`src/rtl/if_fetch_pkg.sv`:
```
// Shared types and constants for the instruction fetch unit.
package if_fetch_pkg;

    // Byte distance between consecutive instruction words
    localparam int unsigned PC_STEP = 4;

    typedef enum logic [1:0] {
        StIdle,   // free to issue a request
        StWait,   // one request outstanding, response will be queued
        StDrop    // one wrong-path request outstanding, response will be discarded
    } fetch_state_t;

    // 32-bit view of one prefetch queue entry
    typedef struct packed {
        logic [31:0] pc;
        logic [31:0] instr;
    } fetch_entry_t;

endpackage

```
`src/rtl/if_fetch_unit_if.sv`:
```
// Instruction memory request/response bus between the fetch unit and memory.
interface if_fetch_unit_if #(
    parameter int unsigned N = 32
) ();

    logic         imem_req;
    logic [N-1:0] imem_addr;
    logic         imem_ready;
    logic         imem_rvalid;
    logic [N-1:0] imem_rdata;

    // Fetch unit side
    modport master (
        output imem_req,
        output imem_addr,
        input  imem_ready,
        input  imem_rvalid,
        input  imem_rdata
    );

    // Memory side
    modport slave (
        input  imem_req,
        input  imem_addr,
        output imem_ready,
        output imem_rvalid,
        output imem_rdata
    );

endinterface

```
`src/rtl/if_fetch_fifo.sv`:
```
// Small synchronous prefetch FIFO; flush has priority over push and pop.
module if_fetch_fifo #(
    parameter int unsigned W     = 64,
    parameter int unsigned DEPTH = 2
) (
    input  logic                         clk,
    input  logic                         rst,
    input  logic                         push,
    input  logic                         pop,
    input  logic                         flush,
    input  logic [W-1:0]                 wdata,
    output logic [W-1:0]                 head,
    output logic [$clog2(DEPTH+1)-1:0]   count
);

    localparam int unsigned AW = $clog2(DEPTH);
    localparam int unsigned CW = $clog2(DEPTH + 1);

    logic [W-1:0]  mem_q [DEPTH];
    logic [AW-1:0] wr_ptr_q;
    logic [AW-1:0] rd_ptr_q;
    logic [CW-1:0] count_q;

    // Storage array, no reset needed since count gates visibility
    always_ff @(posedge clk) begin
        if (push && !flush && !rst) begin
            mem_q[wr_ptr_q] <= wdata;
        end
    end

    // Pointers and occupancy; DEPTH is a power of two so pointers wrap naturally
    always_ff @(posedge clk) begin
        if (rst || flush) begin
            wr_ptr_q <= '0;
            rd_ptr_q <= '0;
            count_q  <= '0;
        end else begin
            if (push) begin
                wr_ptr_q <= wr_ptr_q + 1'b1;
            end
            if (pop) begin
                rd_ptr_q <= rd_ptr_q + 1'b1;
            end
            count_q <= count_q + CW'(push) - CW'(pop);
        end
    end

    assign head  = mem_q[rd_ptr_q];
    assign count = count_q;

endmodule

```
`src/rtl/if_fetch_unit.sv`:
```
// Instruction fetch unit: PC ownership, single-outstanding memory requests,
// prefetch queue feeding the IF/ID register, freeze and branch redirect handling.
// Optional performance counters are built when IF_FETCH_PERF_EN is defined.
module if_fetch_unit
    import if_fetch_pkg::*;
#(
    parameter int unsigned   N        = 32,
    parameter int unsigned   DEPTH    = 2,
    parameter logic [N-1:0]  RESET_PC = '0
) (
    input  logic             clk,
    input  logic             rst,
    input  logic             freeze,
    input  logic             branch_taken,
    input  logic [N-1:0]     branch_addr,
    if_fetch_unit_if.master  imem,
    output logic             valid_out,
    output logic [N-1:0]     pc_out,
    output logic [N-1:0]     instruction
`ifdef IF_FETCH_PERF_EN
    ,
    output logic [31:0]      perf_fetches,
    output logic [31:0]      perf_stall_cycles,
    output logic [31:0]      perf_redirects
`endif
);

    localparam int unsigned CW = $clog2(DEPTH + 1);

    fetch_state_t  state_q;
    logic [N-1:0]  fetch_pc_q;
    logic [N-1:0]  req_pc_q;

    logic          credit;
    logic          accept;
    logic          push;
    logic          pop;
    logic [CW-1:0] count;
    logic [2*N-1:0] head;

    // Issue only when idle, not redirecting and the queue can absorb the response
    always_comb begin
        credit         = count < CW'(DEPTH);
        imem.imem_req  = !rst && (state_q == StIdle) && !branch_taken && credit;
        imem.imem_addr = fetch_pc_q;
        accept         = imem.imem_req && imem.imem_ready;
        push           = (state_q == StWait) && imem.imem_rvalid && !branch_taken;
        pop            = valid_out && !freeze;
    end

    // Request FSM and PC tracking; a redirect overrides everything but reset
    always_ff @(posedge clk) begin
        if (rst) begin
            state_q    <= StIdle;
            fetch_pc_q <= RESET_PC;
            req_pc_q   <= '0;
        end else if (branch_taken) begin
            fetch_pc_q <= branch_addr;
            // A response landing this cycle closes the outstanding request
            state_q    <= (state_q != StIdle && !imem.imem_rvalid) ? StDrop : StIdle;
        end else begin
            unique case (state_q)
                StIdle: begin
                    if (accept) begin
                        state_q    <= StWait;
                        req_pc_q   <= fetch_pc_q;
                        fetch_pc_q <= fetch_pc_q + N'(PC_STEP);
                    end
                end
                StWait, StDrop: begin
                    if (imem.imem_rvalid) begin
                        state_q <= StIdle;
                    end
                end
                default: state_q <= StIdle;
            endcase
        end
    end

    if_fetch_fifo #(
        .W     (2 * N),
        .DEPTH (DEPTH)
    ) u_fifo (
        .clk   (clk),
        .rst   (rst),
        .push  (push),
        .pop   (pop),
        .flush (branch_taken),
        .wdata ({req_pc_q + N'(PC_STEP), imem.imem_rdata}),
        .head  (head),
        .count (count)
    );

    // Head of queue drives the IF/ID register; zeros form a NOP bubble when empty
    always_comb begin
        valid_out   = count != '0;
        pc_out      = valid_out ? head[2*N-1:N] : '0;
        instruction = valid_out ? head[N-1:0]   : '0;
    end

`ifdef IF_FETCH_PERF_EN
    logic [31:0] fetches_q;
    logic [31:0] stalls_q;
    logic [31:0] redirects_q;

    // Saturating event counters
    always_ff @(posedge clk) begin
        if (rst) begin
            fetches_q   <= '0;
            stalls_q    <= '0;
            redirects_q <= '0;
        end else begin
            if (accept && fetches_q != '1) begin
                fetches_q <= fetches_q + 1'b1;
            end
            if (freeze && valid_out && stalls_q != '1) begin
                stalls_q <= stalls_q + 1'b1;
            end
            if (branch_taken && redirects_q != '1) begin
                redirects_q <= redirects_q + 1'b1;
            end
        end
    end

    assign perf_fetches      = fetches_q;
    assign perf_stall_cycles = stalls_q;
    assign perf_redirects    = redirects_q;
`endif

endmodule

```
`src/flat_wrapper.sv`:
```
// flat-port wrapper written by rule: the top's interface ports become plain ports
module if_fetch_unit_flat import if_fetch_pkg::*;
#(
    parameter int unsigned   N        = 32,
    parameter int unsigned   DEPTH    = 2,
    parameter logic [N-1:0]  RESET_PC = '0
)
  (clk, rst, freeze, branch_taken, branch_addr, valid_out, pc_out, instruction, imem_imem_req, imem_imem_addr, imem_imem_ready, imem_imem_rvalid, imem_imem_rdata);
  if_fetch_unit_if #(.N(N)) imem_i ();
  input  logic clk;
  input  logic rst;
  input  logic freeze;
  input  logic branch_taken;
  input  logic [N-1:0] branch_addr;
  output logic valid_out;
  output logic [N-1:0] pc_out;
  output logic [N-1:0] instruction;
  output wire logic [$bits(imem_i.imem_req)-1:0] imem_imem_req;
  output wire logic [$bits(imem_i.imem_addr)-1:0] imem_imem_addr;
  input wire logic [$bits(imem_i.imem_ready)-1:0] imem_imem_ready;
  input wire logic [$bits(imem_i.imem_rvalid)-1:0] imem_imem_rvalid;
  input wire logic [$bits(imem_i.imem_rdata)-1:0] imem_imem_rdata;
  assign imem_imem_req = imem_i.imem_req;
  assign imem_imem_addr = imem_i.imem_addr;
  assign imem_i.imem_ready = imem_imem_ready;
  assign imem_i.imem_rvalid = imem_imem_rvalid;
  assign imem_i.imem_rdata = imem_imem_rdata;
  if_fetch_unit #(.N(N), .DEPTH(DEPTH), .RESET_PC(RESET_PC)) u_core (.clk(clk), .rst(rst), .freeze(freeze), .branch_taken(branch_taken), .branch_addr(branch_addr), .imem(imem_i), .valid_out(valid_out), .pc_out(pc_out), .instruction(instruction));
endmodule
```
`config.mk`:
```
export PLATFORM = sky130hd
export DESIGN_NAME = if_fetch_unit_flat
export DESIGN_NICKNAME = d
export VERILOG_FILES = /design/src/rtl/if_fetch_pkg.sv /design/src/rtl/if_fetch_unit_if.sv /design/src/rtl/if_fetch_fifo.sv /design/src/rtl/if_fetch_unit.sv /design/src/flat_wrapper.sv
export SDC_FILE = /design/constraint.sdc
export NUM_CORES = 1
export LEC_CHECK = 0
export ABC_AREA = 1
export CAP_MARGIN = 15
export CORE_MARGIN = 2
export CORE_UTILIZATION = 54
export CTS_BUF_LIST = sky130_fd_sc_hd__clkbuf_16
export DETAILED_ROUTE_END_ITERATION = 6
export PLACE_DENSITY = 0.78
export SYNTH_ARGS = -nofsm -noshare
export SYNTH_HDL_FRONTEND = slang
export SYNTH_HIERARCHICAL = 1
export SYNTH_SLANG_ARGS = --single-unit
```
`constraint.sdc`:
```
create_clock -name clk -period 9 [get_ports clk]
set_input_delay 1.8 -clock clk [delete_from_list [all_inputs] [get_ports clk]]
set_output_delay 1.8 -clock clk [all_outputs]
set_load 0.05 [all_outputs]
```
==> results by group <==
Worst setup path
  • Critical path launch point type: primary input
  • Worst Reg-to-Reg Cells: 12
  • Worst path depth: 4
  • CP top delay family: buffers and inverters
  • Critical Path Slowest Stage Cell: clkdlybuf4s50_1
  • Critical Path Start: branch_taken
  • Crit. End Element: output pin
  • Critical path, cell by cell: clkdlybuf4s50_1, buf_4, nor4_1, clkdlybuf4s50_1
  • Critical Path RT: 7200 ps
  • CP max FO: 31
  • Worst R2R End: u_core/imem.imem_addr[11]
  • Worst Path Class, Setup: primary input to output pin
  • CP most frequent cell: clkdlybuf4s50_1
  • FF-to-FF setup slack: 6090 ps
  • Reg-to-Reg Start: u_core/state_q[0]
  • Crit path arrival time: 3710 ps
  • Max incr delay on CP: 870 ps
  • WP buf/inv: 3
  • Crit path capture: imem_imem_req

Yosys
  • Syn. warnings: 6
  • Yosys cell types: 39
  • Largest cells by area after synthesis: edfxtp_1 39%, dfxtp_1 14%, mux2_4 9.1%, nand2_1 6.6%, inv_1 6.3%
  • Post-synthesis sequential area ratio: 53.3%
  • Mean Syn Cell Area: 9.49 um2
  • Area fraction of the dominant cell type after synthesis: 38.9%
  • Area leader, netlist: edfxtp_1
  • Synth Register Bits: 199
  • Post-synthesis instance area: 9880 um2
  • Cells after synthesis: 1041
  • Mapped Nets: 1117

Routing
  • Routed wire length: 21.9 mm
  • DRT Pass-1 Iters: 7
  • Vias post-DR: 7394
  • DRT iter0 DRCs: 561
  • DR WL/cell: 15.2 um
  • Detail Route Antenna Nets: 0
  • Drt drc: 0
  • DR vias/cell: 5.14

Floorplanning
  • Core area: 18000 um2
  • Die ar.: 19400 um2
  • Die H: 139 um
  • # IOs: 168
  • Row count: 49
  • Die width: 139 um
  • Initial Utilization: 55.0%

Clock tree
  • CTS tree: built
  • # clock sinks: 199
  • CTS H-tree depth: 4
  • # hold bufs at CTS: 0
  • # Post-CTS Setup Buffers: 0
  • Worst-Skew Late Latency: 430 ps
  • Clock Tree Buf Depth: 2
  • Root Driver: clkbuf_16
  • Clock Pin Slew Worst Setup and Hold Paths: 80 ps
  • Resized cells post-CTS: 0
  • TritonCTS Buffers: 17

Finish
  • Share of layout cells above drive strength 1: 11.2%
  • Synth-to-Final Area Change: 24.1%
  • Fill count: 1405
  • Antenna Cells: 0
  • Layout Cells excl Fill: 1439
  • Nets: 1273

Status
  • Status: finished, final reports clean

Timing
  • Worst Skew: 12.2 ps
  • Setup TNS: 0 ps
  • RSZ-0062 raised after global routing: false
  • Final Hold Fails: 0
  • Least-Margin Pin Slew: 894 ps
  • Fin Hold WS: 473 ps
  • Max Transition Viols Final: 0
  • Relative slew slack: 40.3%
  • Crit share post-route: 61.2%
  • Max Fclk: 182 MHz
  • Period minus WS final: 5510 ps
  • Endpoints failing setup: 0

Worst hold path
  • Worst Hold Class: flip-flop to flip-flop

Power
  • VDD IR max: 0.132 mV
  • Power Total: 0.00194 W
  • Lkg Pwr: 4.76 nW
  • Cell area power density: 158 nW/um2

Global routing
  • GRT Overall Usage: 22.8%
  • Vias in the first global route: 7138
  • Largest net degree at the start of global routing: 70
  • Global-route wire length before repair: 35.4 mm
  • Overflow after GRT: 0
  • Initial antenna violation count: 0

Job
  • Max-Cap Viols: 0

Placed design
  • IO buf count: 167
  • Hpwl dp: 15.2 mm
  • Placed cells: 1407
  • Gp weighted congestion: 0.928
==> flip-flops by register name, summed over array words and instances (netlist names), named ones only <==
signal                  cells
u_core/u_fifo/count         2
u_core/req_pc_q            32
u_core/u_fifo/rd_ptr_q      1
u_core/state_q              2
u_core/u_fifo/wr_ptr_q      1
u_core/imem.imem_addr      32
u_core/u_fifo/mem_q       128
==> cell usage after synthesis <==
| cell | n |
|---|---|
| inv_2 | 1 |
| nor4_1 | 1 |
| nand3_1 | 46 |
| a211oi_1 | 6 |
| nor2_4 | 4 |
| nor3_4 | 1 |
| xor2_1 | 29 |
| nor3_1 | 11 |
| o21bai_1 | 3 |
| inv_1 | 167 |
| and2_1 | 1 |
| a21oi_1 | 52 |
| mux2_4 | 60 |
| buf_4 | 1 |
| buf_2 | 11 |
| nand2_4 | 1 |
| buf_6 | 1 |
| buf_1 | 1 |
| mux2_2 | 4 |
| nand4_1 | 13 |
| o21ai_1 | 1 |
| ha_1 | 6 |
| nor2_1 | 150 |
| nand2_1 | 173 |
| xnor2_1 | 3 |
| nor3_2 | 2 |
| o21ai_0 | 41 |
| nand2_2 | 4 |
| nor3b_1 | 1 |
| nand3_2 | 2 |
| a31oi_1 | 3 |
| nand3b_1 | 1 |
| buf_12 | 6 |
| o211ai_1 | 1 |
| o221ai_1 | 4 |
| clkbuf_1 | 18 |
| edfxtp_1 | 128 |
| nor2_2 | 12 |
| dfxtp_1 | 71 |
==> stage by stage <==
| stage | worst slack (ps) | util [%] | cell area [um2] |
|---|---|---|---|
| finish | 3490 | 68.2 | 12300 |
| detailed placement | 3520 | 64.9 | 11700 |
| floorplan | 1660 | - | 9880 |
| global placement | 3610 | 64.9 | 11700 |
| global route | 3460 | 68.2 | 12300 |
| CTS | 3490 | 68.2 | 12300 |
==> worst min path at each step <==
stage	from	endpoint	slack, ps	cells past startpoint
final	u_core/state_q[1]	u_core/state_q[1]	470	2
after global routing	u_core/state_q[1]	u_core/state_q[1]	480	2
after CTS	u_core/state_q[1]	u_core/state_q[1]	470	2
after detailed placement	u_core/req_pc_q[0]	u_core/u_fifo/mem_q[1][32]	450	0
after global placement	u_core/req_pc_q[0]	u_core/u_fifo/mem_q[0][32]	440	0
after floorplan	u_core/req_pc_q[0]	u_core/u_fifo/mem_q[0][32]	430	0
==> cells in the final DEF, fill, tap and decap left out, drive strengths merged, types with 4 or more instances in the layout <==
cell type        n
nand2          178
inv            176
clkdlybuf4s50  167
nor2           166
edfxtp         128
dfxtp           71
mux2            64
a21oi           52
nand3           48
o21ai           42
xor2            29
clkbuf          17
nor3            14
nand4           13
buf              8
a211oi           6
ha               6
clkinv           5
o221ai           4
==> where the power goes <==
group	total (W)	switching, W	internal (W)	leakage (nW)
Clock	0.000762	0.000363	0.000399	0.292
Sequential	0.00101	0.0000235	0.000985	1.72
Combinational	0.000170	0.000102	0.0000684	2.75
Total	0.00194	0.000488	0.00145	4.76
==> metal layers <==
| metal | wire [um] | global-route usage (%) | vias up |
|---|---|---|---|
| li1 | - | - | 3693 |
| met5 | 0 | 0 | - |
| met2 | 10600 | 38.5 | 253 |
| met3 | 1120 | 4.40 | 35 |
| met1 | 9760 | 30.0 | 3413 |
| met4 | 428 | 6.65 | 0 |
==> cell families (layout without fill, tap and decap cells) <==
group / count (synthesis) / count (layout) / share of synthesized area, %
simple gates: 423 / 423 / 18.4
flops: 199 / 199 / 53.3
compound gates: 111 / 111 / 6.07
buf+inv: 206 / 375 / 9.07
mux: 64 / 64 / 9.57
fa+ha+maj: 6 / 6 / 0.760
xor+xnor: 32 / 32 / 2.84
==> worst reg2reg max path: cells and delay by family (launching register included) <==
kind                     cells  cell delay (ps)
AO/OA/AOI/OAI                1              130
adder cells (fa/ha/maj)      1              180
buffers and inverters        5             1210
flip-flops                   1              370
AND/OR/NAND/NOR              5              950
==> area by class of cell <==
class / count / area [um2] / area share (%)
clock buffer: 17 / 425 / 3.47
clock inverter: 15 / 176 / 1.44
inverter: 168 / 631 / 5.14
multi-input combinational: 636 / 3740 / 30.5
sequential: 199 / 5270 / 43.0
tap: 229 / 287 / 2.34
timing repair buffer: 175 / 1730 / 14.1
Note: power is estimated with default switching activity, not from simulation.
